$ cat src/rtl/alu_pkg.sv
// alu_pkg: opcodes, FSM states and instruction layout shared by the ALU sequencer.
package alu_pkg;
  localparam logic [3:0] OP_HALT  = 4'd0;
  localparam logic [3:0] OP_ADD   = 4'd1;
  localparam logic [3:0] OP_LOADI = 4'd2;
  localparam logic [3:0] OP_SUB   = 4'd3;
  localparam logic [3:0] OP_AND   = 4'd4;
  localparam logic [3:0] OP_OR    = 4'd8;
  localparam logic [3:0] OP_CMP   = 4'd10;
  localparam logic [3:0] OP_NOT   = 4'd13;
  localparam logic [3:0] OP_NOR   = 4'd15;

  typedef enum logic [2:0] {S_IDLE, S_FETCH, S_DECODE, S_EXEC, S_DONE} state_e;

  // Field order fixes the bit positions: op[15:12] rd[11:8] rs1[7:4] rs2[3:0].
  typedef struct packed {
    logic [3:0] op;
    logic [3:0] rd;
    logic [3:0] rs1;
    logic [3:0] rs2;
  } instr_t;

  function automatic logic is_alu_op(input logic [3:0] op);
    return op inside {OP_ADD, OP_SUB, OP_AND, OP_OR, OP_CMP, OP_NOT, OP_NOR};
  endfunction
endpackage

$ cat src/rtl/seq_regfile.sv
// seq_regfile: 16x32 register file, two read ports plus debug read, one write port, r0 reads zero.
module seq_regfile
  import alu_pkg::*;
(
  input  logic        clk,
  input  logic        rst_n,
  input  logic        we,
  input  logic [3:0]  waddr,
  input  logic [31:0] wdata,
  input  logic [3:0]  raddr_a,
  output logic [31:0] rdata_a,
  input  logic [3:0]  raddr_b,
  output logic [31:0] rdata_b,
  input  logic [3:0]  dbg_addr,
  output logic [31:0] dbg_data
);
  logic [31:0] mem_q [16];

  always_ff @(posedge clk or negedge rst_n) begin
    if (!rst_n) begin
      for (int i = 0; i < 16; i++) mem_q[i] <= '0;
    end else if (we && waddr != 4'd0) begin
      mem_q[waddr] <= wdata;
    end
  end

  assign rdata_a  = (raddr_a == 4'd0) ? '0 : mem_q[raddr_a];
  assign rdata_b  = (raddr_b == 4'd0) ? '0 : mem_q[raddr_b];
  assign dbg_data = (dbg_addr == 4'd0) ? '0 : mem_q[dbg_addr];
endmodule

$ cat src/rtl/alu_sequencer.sv
// alu_sequencer: fetches instructions from a synchronous ROM and drives an external
// combinational ALU, writing results back into a 16-entry register file.
module alu_sequencer
  import alu_pkg::*;
#(
  parameter int PC_W = 8
) (
  input  logic            clk,
  input  logic            rst_n,
  input  logic            start,
  output logic            busy,
  output logic            done,
  output logic            err,
  output logic            rom_en,
  output logic [PC_W-1:0] rom_addr,
  input  logic [15:0]     rom_data,
  output logic [3:0]      alu_op,
  output logic [31:0]     alu_a,
  output logic [31:0]     alu_b,
  input  logic [31:0]     alu_out,
  input  logic            alu_carry,
  output logic            carry_flag,
  input  logic [3:0]      dbg_addr,
  output logic [31:0]     dbg_data
);
  state_e          state_q, state_d;
  logic [PC_W-1:0] pc_q, pc_d;
  instr_t          ir_q, ir_d, inst;
  logic            err_q, err_d, carry_q, carry_d, we, exec;
  logic [3:0]      waddr;
  logic [31:0]     wdata, rs1_data, rs2_data;

  assign inst = instr_t'(rom_data);

  always_ff @(posedge clk or negedge rst_n) begin
    if (!rst_n) begin
      state_q <= S_IDLE;
      pc_q    <= '0;
      ir_q    <= '0;
      err_q   <= 1'b0;
      carry_q <= 1'b0;
    end else begin
      state_q <= state_d;
      pc_q    <= pc_d;
      ir_q    <= ir_d;
      err_q   <= err_d;
      carry_q <= carry_d;
    end
  end

  always_comb begin
    state_d = state_q;
    pc_d    = pc_q;
    ir_d    = ir_q;
    err_d   = err_q;
    carry_d = carry_q;
    we      = 1'b0;
    waddr   = ir_q.rd;
    wdata   = alu_out;
    case (state_q)
      S_IDLE: if (start) begin
        state_d = S_FETCH;
        pc_d    = '0;
        err_d   = 1'b0;
      end
      S_FETCH: state_d = S_DECODE;
      S_DECODE: begin
        ir_d = inst;
        pc_d = pc_q + PC_W'(1);
        // LOADI retires here; unsupported opcodes only flag the error and move on.
        if (inst.op == OP_HALT) state_d = S_DONE;
        else if (is_alu_op(inst.op)) state_d = S_EXEC;
        else begin
          state_d = S_FETCH;
          we      = inst.op == OP_LOADI;
          waddr   = inst.rd;
          wdata   = {24'b0, inst.rs1, inst.rs2};
          err_d   = err_q | (inst.op != OP_LOADI);
        end
      end
      S_EXEC: begin
        state_d = S_FETCH;
        we      = 1'b1;
        carry_d = (ir_q.op == OP_ADD || ir_q.op == OP_SUB) ? alu_carry : carry_q;
      end
      S_DONE:  state_d = S_IDLE;
      default: state_d = S_IDLE;
    endcase
  end

  seq_regfile u_regfile (
    .clk      (clk),
    .rst_n    (rst_n),
    .we       (we),
    .waddr    (waddr),
    .wdata    (wdata),
    .raddr_a  (ir_q.rs1),
    .rdata_a  (rs1_data),
    .raddr_b  (ir_q.rs2),
    .rdata_b  (rs2_data),
    .dbg_addr (dbg_addr),
    .dbg_data (dbg_data)
  );

  assign exec       = state_q == S_EXEC;
  assign busy       = state_q != S_IDLE;
  assign done       = state_q == S_DONE;
  assign rom_en     = state_q == S_FETCH;
  assign rom_addr   = rom_en ? pc_q : '0;
  assign alu_op     = exec ? ir_q.op : 4'd0;
  assign alu_a      = exec ? rs1_data : '0;
  assign alu_b      = exec ? rs2_data : '0;
  assign err        = err_q;
  assign carry_flag = carry_q;
endmodule

$ cat config.mk
export PLATFORM = sky130hd
export DESIGN_NAME = alu_sequencer
export DESIGN_NICKNAME = d
export VERILOG_FILES = /design/src/rtl/alu_pkg.sv /design/src/rtl/seq_regfile.sv /design/src/rtl/alu_sequencer.sv
export SDC_FILE = /design/constraint.sdc
export NUM_CORES = 1
export LEC_CHECK = 0
export ABC_CLOCK_PERIOD_IN_PS = 6890
export CAP_MARGIN = 20
export CORE_UTILIZATION = 65
export CTS_CLUSTER_SIZE = 24
export DETAILED_ROUTE_END_ITERATION = 10
export PLACE_DENSITY = 0.83
export REMOVE_ABC_BUFFERS = 1
export SLEW_MARGIN = 20
export SYNTH_ARGS = -nofsm -noshare
export SYNTH_HDL_FRONTEND = slang
export SYNTH_SLANG_ARGS = --single-unit
$ cat constraint.sdc
create_clock -name clk -period 6.89 [get_ports clk]
set_input_delay 1.0335 -clock clk [delete_from_list [all_inputs] [get_ports clk]]
set_output_delay 1.0335 -clock clk [all_outputs]
set_load 0.02 [all_outputs]
==> metrics <==
Final Setup Violations 0; Synth Area per Inst ~13 um2; global-route wire length before repair around 160 mm; asr flop ratio synth 100%; Max-Cap Viols 0; Reg clk slew, reported paths 60 ps; Worst EP arrival around 4300 ps; Crit. End Element primary output; dominant cells by area after synthesis dfrtp_1 41%, mux4_2 26%, a32o_1 8.0%; GRT Residual Overflow 0; total chip power approximately 18 mW; relative slew slack 19.0%; Final Instance Area approximately 37000 um2; total number of vias about 26000; Synth top area share between 40% and 50%; Max IR drop VDD about 0.33 mV; Yosys warnings 0; # H-tree levels 2; initial antenna violation count 5; CP startpoint ir_q[2]; CTS max path bufs 3; leading area contributor after synthesis dfrtp_1; Global Route Usage Sum a little over 40%; CP Launch Type flop; TritonCTS Sinks around 540; Seq/Total Area, Yosys between 40% and 50%; met3 GRT Util between 10 and 15%; Critical R2R Launch state_q[0]; Leakage Power roughly 15 nW; Nets 2462; Fin Clk Skew approximately 18 ps; post-CTS sizing 0; Initial Util between 60 and 70%; Layout Cells excl Fill about 3100; Post-Place Cells 3018; post-synthesis cell count 2466; clock root cell clkbuf_16; met2 usage 62.0%; CTS tree done; Area growth syn-to-layout 11.0%; Hold Fails Final Rpt 0; worst min path class primary input to async pin; Detailed Place HPWL approximately 58 mm; Placer Congestion about 0.9; Die H 228 um; FF+latch count, synth approximately 540; Ports between 150 and 200; # Post-CTS Setup Buffers 0; vias in the first global route approximately 27000; Vias/cell about 8.4; RSZ-0062 raised after global routing no; most frequent cells after synthesis 541 x dfrtp_1, 384 x mux4_2, 264 x a32o_1; Synth Flop Type dfrtp_1; placed cell area 34900 um2; Final Max Tran Viols 0; PwrDens around 480 nW/um2; die width 228 um; Post-synth EDFFs 0; setup_tns 0 ps; die area 52000 um2; Site Rows 82; critical path class flop to primary output; final core area utilization about 73%; CP Max Fanout 58; mapped cell area about 33000 um2; critical path required time slightly below 6000 ps; layout cells sized above 1 roughly 29%; wire per inst between 30 and 40 um; DRT Pass-1 Iters 7; worst-skew pair later-pin latency roughly 640 ps; Iteration-0 DRC Markers 4025; Port-buffer cells roughly 170; GR peak layer met2; maximum number of pins on one net before global-route repair ~160; clock buffer count from CTS 57; met1 usage in global routing 52.2%; most frequent cell after synthesis dfrtp_1; Final Cycle Share 77.4%; Tightest Pin Transition between 1000 and 1500 ps; status completed; Residual DRC 0; Tmin final 5330 ps; area of the core 50300 um2; hold buffer count at CTS 0; count of cell types in the netlist 65; remaining antenna violation count after routing 0; final WL ~110 mm; Max Freq 0.188 GHz
[metrics by stage]
step / hold WS (ps) / setup slack, ps
floorplan: 381 / -2400
global placement: 394 / 2040
detailed placement: 404 / 2020
CTS: 362 / 1720
global route: 387 / 1550
finish: 344 / 1560
[sequential cells by signal, indices dropped and copies added (netlist names)]
register / cells
u_regfile.mem_q: 512
ir_q: 16
pc_q: 8
state_q: 3
carry_flag: 1
err: 1
[worst max-delay path, cell delays in order (launching register included)]
cell and delay, ps:
dfrtp_4 1000, buf_4 810, mux4_2 370, mux2i_1 90, a211oi_1 640, clkdlybuf4s50_1 730
[layer usage]
layer,up-vias,routed length [um]
met5,-,22
met4,4,6650
met3,569,15500
met2,2382,49000
met1,13200,35400
li1,9916,-
[final timing paths]
kind	depth (start not counted)	slack (ps)	end
min in group clk	0	420	u_regfile.mem_q[510]
hold / removal	1	340	u_regfile.mem_q[502]
hold reg to reg	0	420	u_regfile.mem_q[510]
setup reg to reg	7	2640	u_regfile.mem_q[422]
setup / recovery	5	1560	alu_b[27]
max in group asynchronous	2	5180	ir_q[2]
[cells by family after synthesis]
group,count (synthesis),share of synthesized area (%)
buffers and inverters,447,5.85
multiplexers,610,33.4
AND/OR/NAND/NOR,258,4.34
XOR/XNOR,1,0.0264
adder cells (fa/ha/maj),1,0.0377
flip-flops,541,40.8
AO/OA/AOI/OAI,608,15.6
[placed cells by master, fill, tap and decap left out, types with 4 or more instances in the layout]
| cell type | netlist | layout |
|---|---|---|
| a211oi_1 | 195 | 195 |
| a21oi_1 | 6 | 6 |
| a32o_1 | 264 | 264 |
| and2_1 | 11 | 10 |
| and3_1 | 9 | 9 |
| buf_12 | 1 | 10 |
| buf_4 | 12 | 50 |
| bufinv_16 | 0 | 7 |
| clkbuf_1 | 225 | 17 |
| clkbuf_16 | 0 | 59 |
| clkbuf_8 | 0 | 9 |
| clkdlybuf4s50_1 | 0 | 163 |
| clkinv_2 | 0 | 10 |
| clkinvlp_4 | 0 | 4 |
| dfrtp_1 | 541 | 533 |
| dfrtp_4 | 0 | 6 |
| inv_1 | 101 | 101 |
| mux2_1 | 4 | 4 |
| mux2_2 | 117 | 117 |
| mux2_4 | 8 | 8 |
| mux2i_1 | 97 | 97 |
| mux4_2 | 384 | 384 |
| nand2_1 | 73 | 72 |
| nand3_1 | 7 | 7 |
| nor2_1 | 12 | 10 |
| nor2_4 | 0 | 5 |
| nor2b_1 | 101 | 99 |
| nor3_1 | 9 | 9 |
| nor3b_1 | 4 | 4 |
| o21ai_0 | 14 | 14 |
| o21bai_4 | 1 | 5 |
| o22ai_1 | 96 | 96 |
[power breakdown]
group / switching [mW] / internal (mW)
combinational: 4.05 / 4.25
sequential: 1.74 / 4.41
clock: 1.34 / 1.92
total: 7.13 / 10.6
[cell type report]
cell class	instances	area (um2)
multi-input combinational	1478	17900
sequential	541	13600
fill	3127	13400
timing repair buffer	226	2240
clock buffer	84	1650
tap	672	841
inverter	101	379
clock inverter	22	299
antenna	2	5.00
Note: power is estimated with default switching activity, not from simulation.
